**src/rtl/instr_feeder.sv**
```systemverilog
// rtl/instr_feeder.sv - instruction FIFO and launch/stop sequencer driving the simple core
//
// Buffers 16-bit instruction words from a loader, starts the core through
// exec, presents the next word on meirei at every phase==5 edge and stops the
// core once the queue is empty or a halt is requested.
//
// Ports:
//   clk, rst            clock, asynchronous active-low reset
//   wr_valid/wr_data    loader write offer; accepted when wr_ready is high
//   wr_ready            FIFO not full
//   start               level; begins a run when seen in IDLE with words queued
//   halt_req            level; examined only at the phase==5 edge while running
//   phase               core phase (0 idle, 1..5 executing)
//   exec                core start/stop request
//   meirei              instruction word presented to the core
//   busy                high in every state except IDLE
//   count               FIFO occupancy, 0..DEPTH
//   issued              instructions handed to the core in the current run
module instr_feeder #(
    parameter int DEPTH = 16,
    parameter int AW    = 4
) (
    input  logic          clk,
    input  logic          rst,
    input  logic          wr_valid,
    input  logic [15:0]   wr_data,
    output logic          wr_ready,
    input  logic          start,
    input  logic          halt_req,
    input  logic [2:0]    phase,
    output logic          exec,
    output logic [15:0]   meirei,
    output logic          busy,
    output logic [AW:0]   count,
    output logic [15:0]   issued
);

    localparam logic [AW:0]   FULL    = DEPTH[AW:0];
    localparam logic [AW:0]   CNT_ONE = {{AW{1'b0}}, 1'b1};
    localparam logic [AW-1:0] PTR_ONE = {{(AW-1){1'b0}}, 1'b1};

    typedef enum logic [2:0] {
        IDLE,
        LAUNCH,
        RUN,
        STOP,
        DRAIN
    } state_t;

    state_t        state;
    logic [15:0]   mem [DEPTH];
    logic [AW-1:0] wr_ptr;
    logic [AW-1:0] rd_ptr;
    logic          zero_seen;
    logic          push;
    logic          pop;
    logic          not_empty;
    logic          boundary;

    assign not_empty = (count != '0);
    assign wr_ready  = (count != FULL);
    assign push      = wr_valid & wr_ready;
    assign boundary  = (state == RUN) && (phase == 3'd5);

    // Pops happen only at run start or at an instruction boundary with work left,
    // so the FIFO can never be popped while empty.
    assign pop = ((state == IDLE) && start && not_empty) ||
                 (boundary && !halt_req && not_empty);

    // exec follows phase combinationally: in LAUNCH it must drop the moment the
    // core leaves phase 0 (otherwise the core would read it as a stop request),
    // and in STOP it is high only during the single phase==1 cycle.
    assign exec = ((state == LAUNCH) && (phase == 3'd0)) ||
                  ((state == STOP)   && (phase == 3'd1));
    assign busy = (state != IDLE);

    always_ff @(posedge clk) begin
        if (push) begin
            mem[wr_ptr] <= wr_data;
        end
    end

    always_ff @(posedge clk or negedge rst) begin
        if (!rst) begin
            wr_ptr <= '0;
            rd_ptr <= '0;
            count  <= '0;
        end else begin
            if (push) begin
                wr_ptr <= wr_ptr + PTR_ONE;
            end
            if (pop) begin
                rd_ptr <= rd_ptr + PTR_ONE;
            end
            case ({push, pop})
                2'b10:   count <= count + CNT_ONE;
                2'b01:   count <= count - CNT_ONE;
                default: count <= count;
            endcase
        end
    end

    always_ff @(posedge clk or negedge rst) begin
        if (!rst) begin
            state     <= IDLE;
            meirei    <= 16'h0000;
            issued    <= 16'h0000;
            zero_seen <= 1'b0;
        end else begin
            if (pop) begin
                meirei <= mem[rd_ptr];
            end
            case (state)
                IDLE: begin
                    if (start && not_empty) begin
                        issued <= 16'h0000;
                        state  <= LAUNCH;
                    end
                end
                LAUNCH: begin
                    if (phase != 3'd0) begin
                        state <= RUN;
                    end
                end
                RUN: begin
                    if (phase == 3'd5) begin
                        issued <= issued + 16'd1;
                        if (halt_req || !not_empty) begin
                            state <= STOP;
                        end
                    end
                end
                STOP: begin
                    if (phase == 3'd1) begin
                        zero_seen <= 1'b0;
                        state     <= DRAIN;
                    end
                end
                DRAIN: begin
                    // The core is back at rest only after two consecutive phase==0 samples.
                    if (phase == 3'd0) begin
                        zero_seen <= 1'b1;
                        if (zero_seen) begin
                            state <= IDLE;
                        end
                    end else begin
                        zero_seen <= 1'b0;
                    end
                end
                default: state <= IDLE;
            endcase
        end
    end

endmodule

```
**config.mk**
```make
export PLATFORM = sky130hd
export DESIGN_NAME = instr_feeder
export DESIGN_NICKNAME = d
export VERILOG_FILES = /design/src/rtl/instr_feeder.sv
export SDC_FILE = /design/constraint.sdc
export NUM_CORES = 1
export LEC_CHECK = 0
export BUFFER_PORTS_ARGS = -buffer_cell sky130_fd_sc_hd__buf_2
export CORE_ASPECT_RATIO = 0.9
export CORE_MARGIN = 2
export CORE_UTILIZATION = 65
export DETAILED_ROUTE_END_ITERATION = 8
export PLACE_DENSITY_LB_ADDON = 0.25
export RECOVER_POWER = 100
export SKIP_CTS_REPAIR_TIMING = 1
export SLEW_MARGIN = 30
export SYNTH_ARGS = -nofsm -noshare
export SYNTH_HDL_FRONTEND = slang
export SYNTH_SLANG_ARGS = --single-unit
export TNS_END_PERCENT = 30
```
**constraint.sdc**
```tcl
create_clock -name clk -period 5.7 [get_ports clk]
set_input_delay 0.57 -clock clk [delete_from_list [all_inputs] [get_ports clk]]
set_output_delay 0.57 -clock clk [all_outputs]
set_load 0.02 [all_outputs]
```
==> summary.md <==
| Metric | Value |
|---|---|
| Status | finished, violations left |
| Failing checks | max-capacitance violations, max-slew violations |
| WP data arrival | 4560 ps |
| Unrepaired setup endpoints after global routing | no |
| Post-Synthesis Cells | 671 |
| Vias | about 6.6k |
| Sequential fraction of the synthesis area | 72.2% |
| Tmin final | 4130 ps |
| Setup violations, final | 0 |
| Initial antenna violation count | 0 |
| Main combinational cell family by area after synthesis | multiplexers |
| TritonCTS clock tree | yes |
| First-pass GRT wire length | 39,400 um |
| Antenna Violating Nets Remaining | 0 |
| Hold WC Path Type | input pin to flop |
| Final net count | 791 |
| First DRT Iteration DRCs | 762 |
| Gpl congestion | 0.842 |
| Routed len/inst | roughly 25 um |
| Part of the cycle the worst path needs | 72.4% |
| Switch share | 31.5% |
| Cell Pwr Density | approximately 490 mW/mm^2 |
| WL final | 25,500 um |
| Number of global-route vias before repair | about 6.8k |
| Post-synthesis cell type count | 47 |
| Largest net degree at the start of global routing | 50 |
| Synthesized flop and latch total | 305 |
| CP startpoint kind | flop |
| Synth Area in Adders | 1.18% |
| Ys async rst share | 16.1% |
| Share of power burned in registers | 45.9% |
| Worst-Margin Slew | 2890 ps |
| Number of fill cells | 1,092 |
| Number of buffers created by CTS | 30 |
| Root buffer cell | clkbuf_16 |
| Finished Cell Area | 0.0138 sq mm |
| Core area | approximately 0.019 sq mm |
| Largest cells by area after synthesis | edfxtp_1, mux4_2, dfrtp_1 |
| Total grt overflow | 0 |
| Mapped Area | around 0.012 sq mm |
| Clk pwr share | between 20% and 30% |
| DR vias/cell | 6.43 |
| VDD IR max | 287 uV |
| Hold slack | 414 ps |
| EDFF count, synth | ~260 |
| Clk sink count | 305 |
| Post-Syn Nets | between 700 and 800 |
| # IOs | 64 |
| IO Port Bufs | 63 |
| DP Area | 0.0130 sq mm |
| Number of buffers on the longest clock path | 3 |
| Relative slew slack | -92.4% |
| Synth top area share | between 60 and 70% |
| Die X | 149 um |
| CP endpoint kind | flop |
| Area leader, netlist | edfxtp_1 |
| N_diodes | 0 |
| Remaining DRCs | 0 |
| Synth Area in Simple Gates | 4.75% |
| Max Clk Rate | 242 MHz |
| Skew final | 10.9 ps |
| Synth warn | 0 |
| Sum Neg Setup Slack | 0 ps |
| Static leakage | 4.59 nW |
| WS Path Type | flop to flop |
| Worst-skew pair later-pin latency | 550 ps |
| Final Hold Viols | 0 |
| Layout cells sized above 1 | between 10% and 20% |
| Logic gate share of total power | 26.5% |
| # H-tree levels | 1 |
| Internal power | 0.00462 W |
| Prevailing post-synth register cell | edfxtp_1 |
| Max_cap viols | 2 |
| Total GRT Usage | 26.5% |
| Initial Util | about two thirds |
| Die span in y | 135 um |
| Hpwl dp | 15,000 um |
| Fin. max-slew vios | 89 |
| Reg clk slew, reported paths | 60 ps |
| Mux contribution to synthesized area | ~15% |
| CP Data Required Time | 6130 ps |
| CP max FO | 21 |
| Drt first pass iters | 5 |
| Synth Area in XOR/XNOR | 0.922% |
| Layout area overhead | 11.4% |
| Average size of a mapped cell | 18.4 sq um |
| Core Rows | 47 |
| Die area | 0.0201 sq mm |
| Complex-gate fraction of the synthesized area | 4.04% |
| P_sw | 0.00212 W |
final cells by class:
type / instances / area [sq um] / area share (%)
Clock buffer: 42 / 866 / 6.29
Clock inverter: 14 / 82.6 / 0.600
Inverter: 11 / 41.3 / 0.300
Multi-Input combinational cell: 322 / 3190 / 23.2
Sequential cell: 305 / 8920 / 64.8
Tap cell: 245 / 307 / 2.23
Timing Repair Buffer: 86 / 350 / 2.55
critical path, stage by stage, from the launching register on:
cell and delay (ps):
dfrtp_1 630, inv_1 430, a22oi_1 210, nor3_4 180, clkbuf_1 1030, ha_1 470, ha_1 320, a21o_1 200
a21oi_1 170, xor2_1 150, nor2_1 60, xor2_1 140
state kept, by name, indices dropped and copies added (netlist names):
signal     count
mem          256
issued        16
meirei        16
count          5
rd_ptr         4
wr_ptr         4
state          3
zero_seen      1
through the flow:
stage          instances  power (W)  utilization, %  worst slack [ps]
2_1_floorplan        671    0.00441               -              2720
3_3_place_gp         969    0.00489            70.1              2460
3_5_place_dp         969    0.00496            70.1              2400
4_1_cts             1025    0.00683            75.2              2370
5_1_grt             1025    0.00704            74.3              1140
6_report            1025    0.00674            74.3              1570
synth_stat cells, drive strengths merged (4+ instances only):
master / instances
a21oi: 26
dfrtp: 49
mux2i: 19
nand4: 5
mux2: 18
buf: 22
and2: 4
mux4: 64
ha: 10
a211oi: 16
nor4: 6
edfxtp: 256
xor2: 5
xnor2: 8
nor3: 11
nand3: 11
nor2: 23
o21ai: 17
inv: 11
clkbuf: 11
nor2b: 21
nand2: 27
path summary, 6_finish.rpt:
check | start | endpoint | slack [ps] | cells after the start
max | state[1] | count[4] | 1570 | 11
min in group asynchronous | rst | meirei[7] | 1050 | 2
min reg2reg | meirei[1] | meirei[1] | 500 | 1
max in group asynchronous | rst | rd_ptr[3] | 2810 | 2
min | phase[0] | state[2] | 410 | 3
max reg2reg | state[1] | count[4] | 1570 | 11
layout by cell type, fill, tap and decap left out, drive strengths merged, types with 4 or more instances in the layout:
cell,count
nor2,23
nand4,5
mux4,64
a21oi,26
a211oi,16
mux2,18
xnor2,8
ha,10
clkinv,12
edfxtp,256
nor4,6
and2,4
mux2i,19
nor3,11
o21ai,17
dfrtp,49
clkbuf,116
nor2b,21
inv,11
nand3,11
nand2,27
xor2,5
buf,12
power by group through the flow:
stage	logic (W)	clock network (W)	registers [W]
global placement	0.00178	0	0.00311
floorplan	0.00139	0	0.00302
detailed placement	0.00183	0	0.00314
CTS	0.00185	0.00188	0.00310
finish	0.00179	0.00186	0.00310
global route	0.00193	0.00197	0.00314
kinds of logic (layout without fill, tap and decap cells):
| logic type | Yosys count | count (layout) |
|---|---|---|
| compound gates | 80 | 80 |
| fa+ha+maj | 11 | 11 |
| flops | 305 | 305 |
| simple gates | 117 | 117 |
| mux | 101 | 101 |
| buf+inv | 44 | 153 |
| xor+xnor | 13 | 13 |
per-layer routing:
layer / vias to the layer above / track usage [%] / wire length (um)
met2: 330 / 42.3 / 12400
li1: 2846 / - / -
met1: 3363 / 39.7 / 10400
met4: 0 / 6.08 / 486
met5: - / 0 / 0
met3: 51 / 4.49 / 2240
No activity file was read; power rests on OpenSTA's default activity.
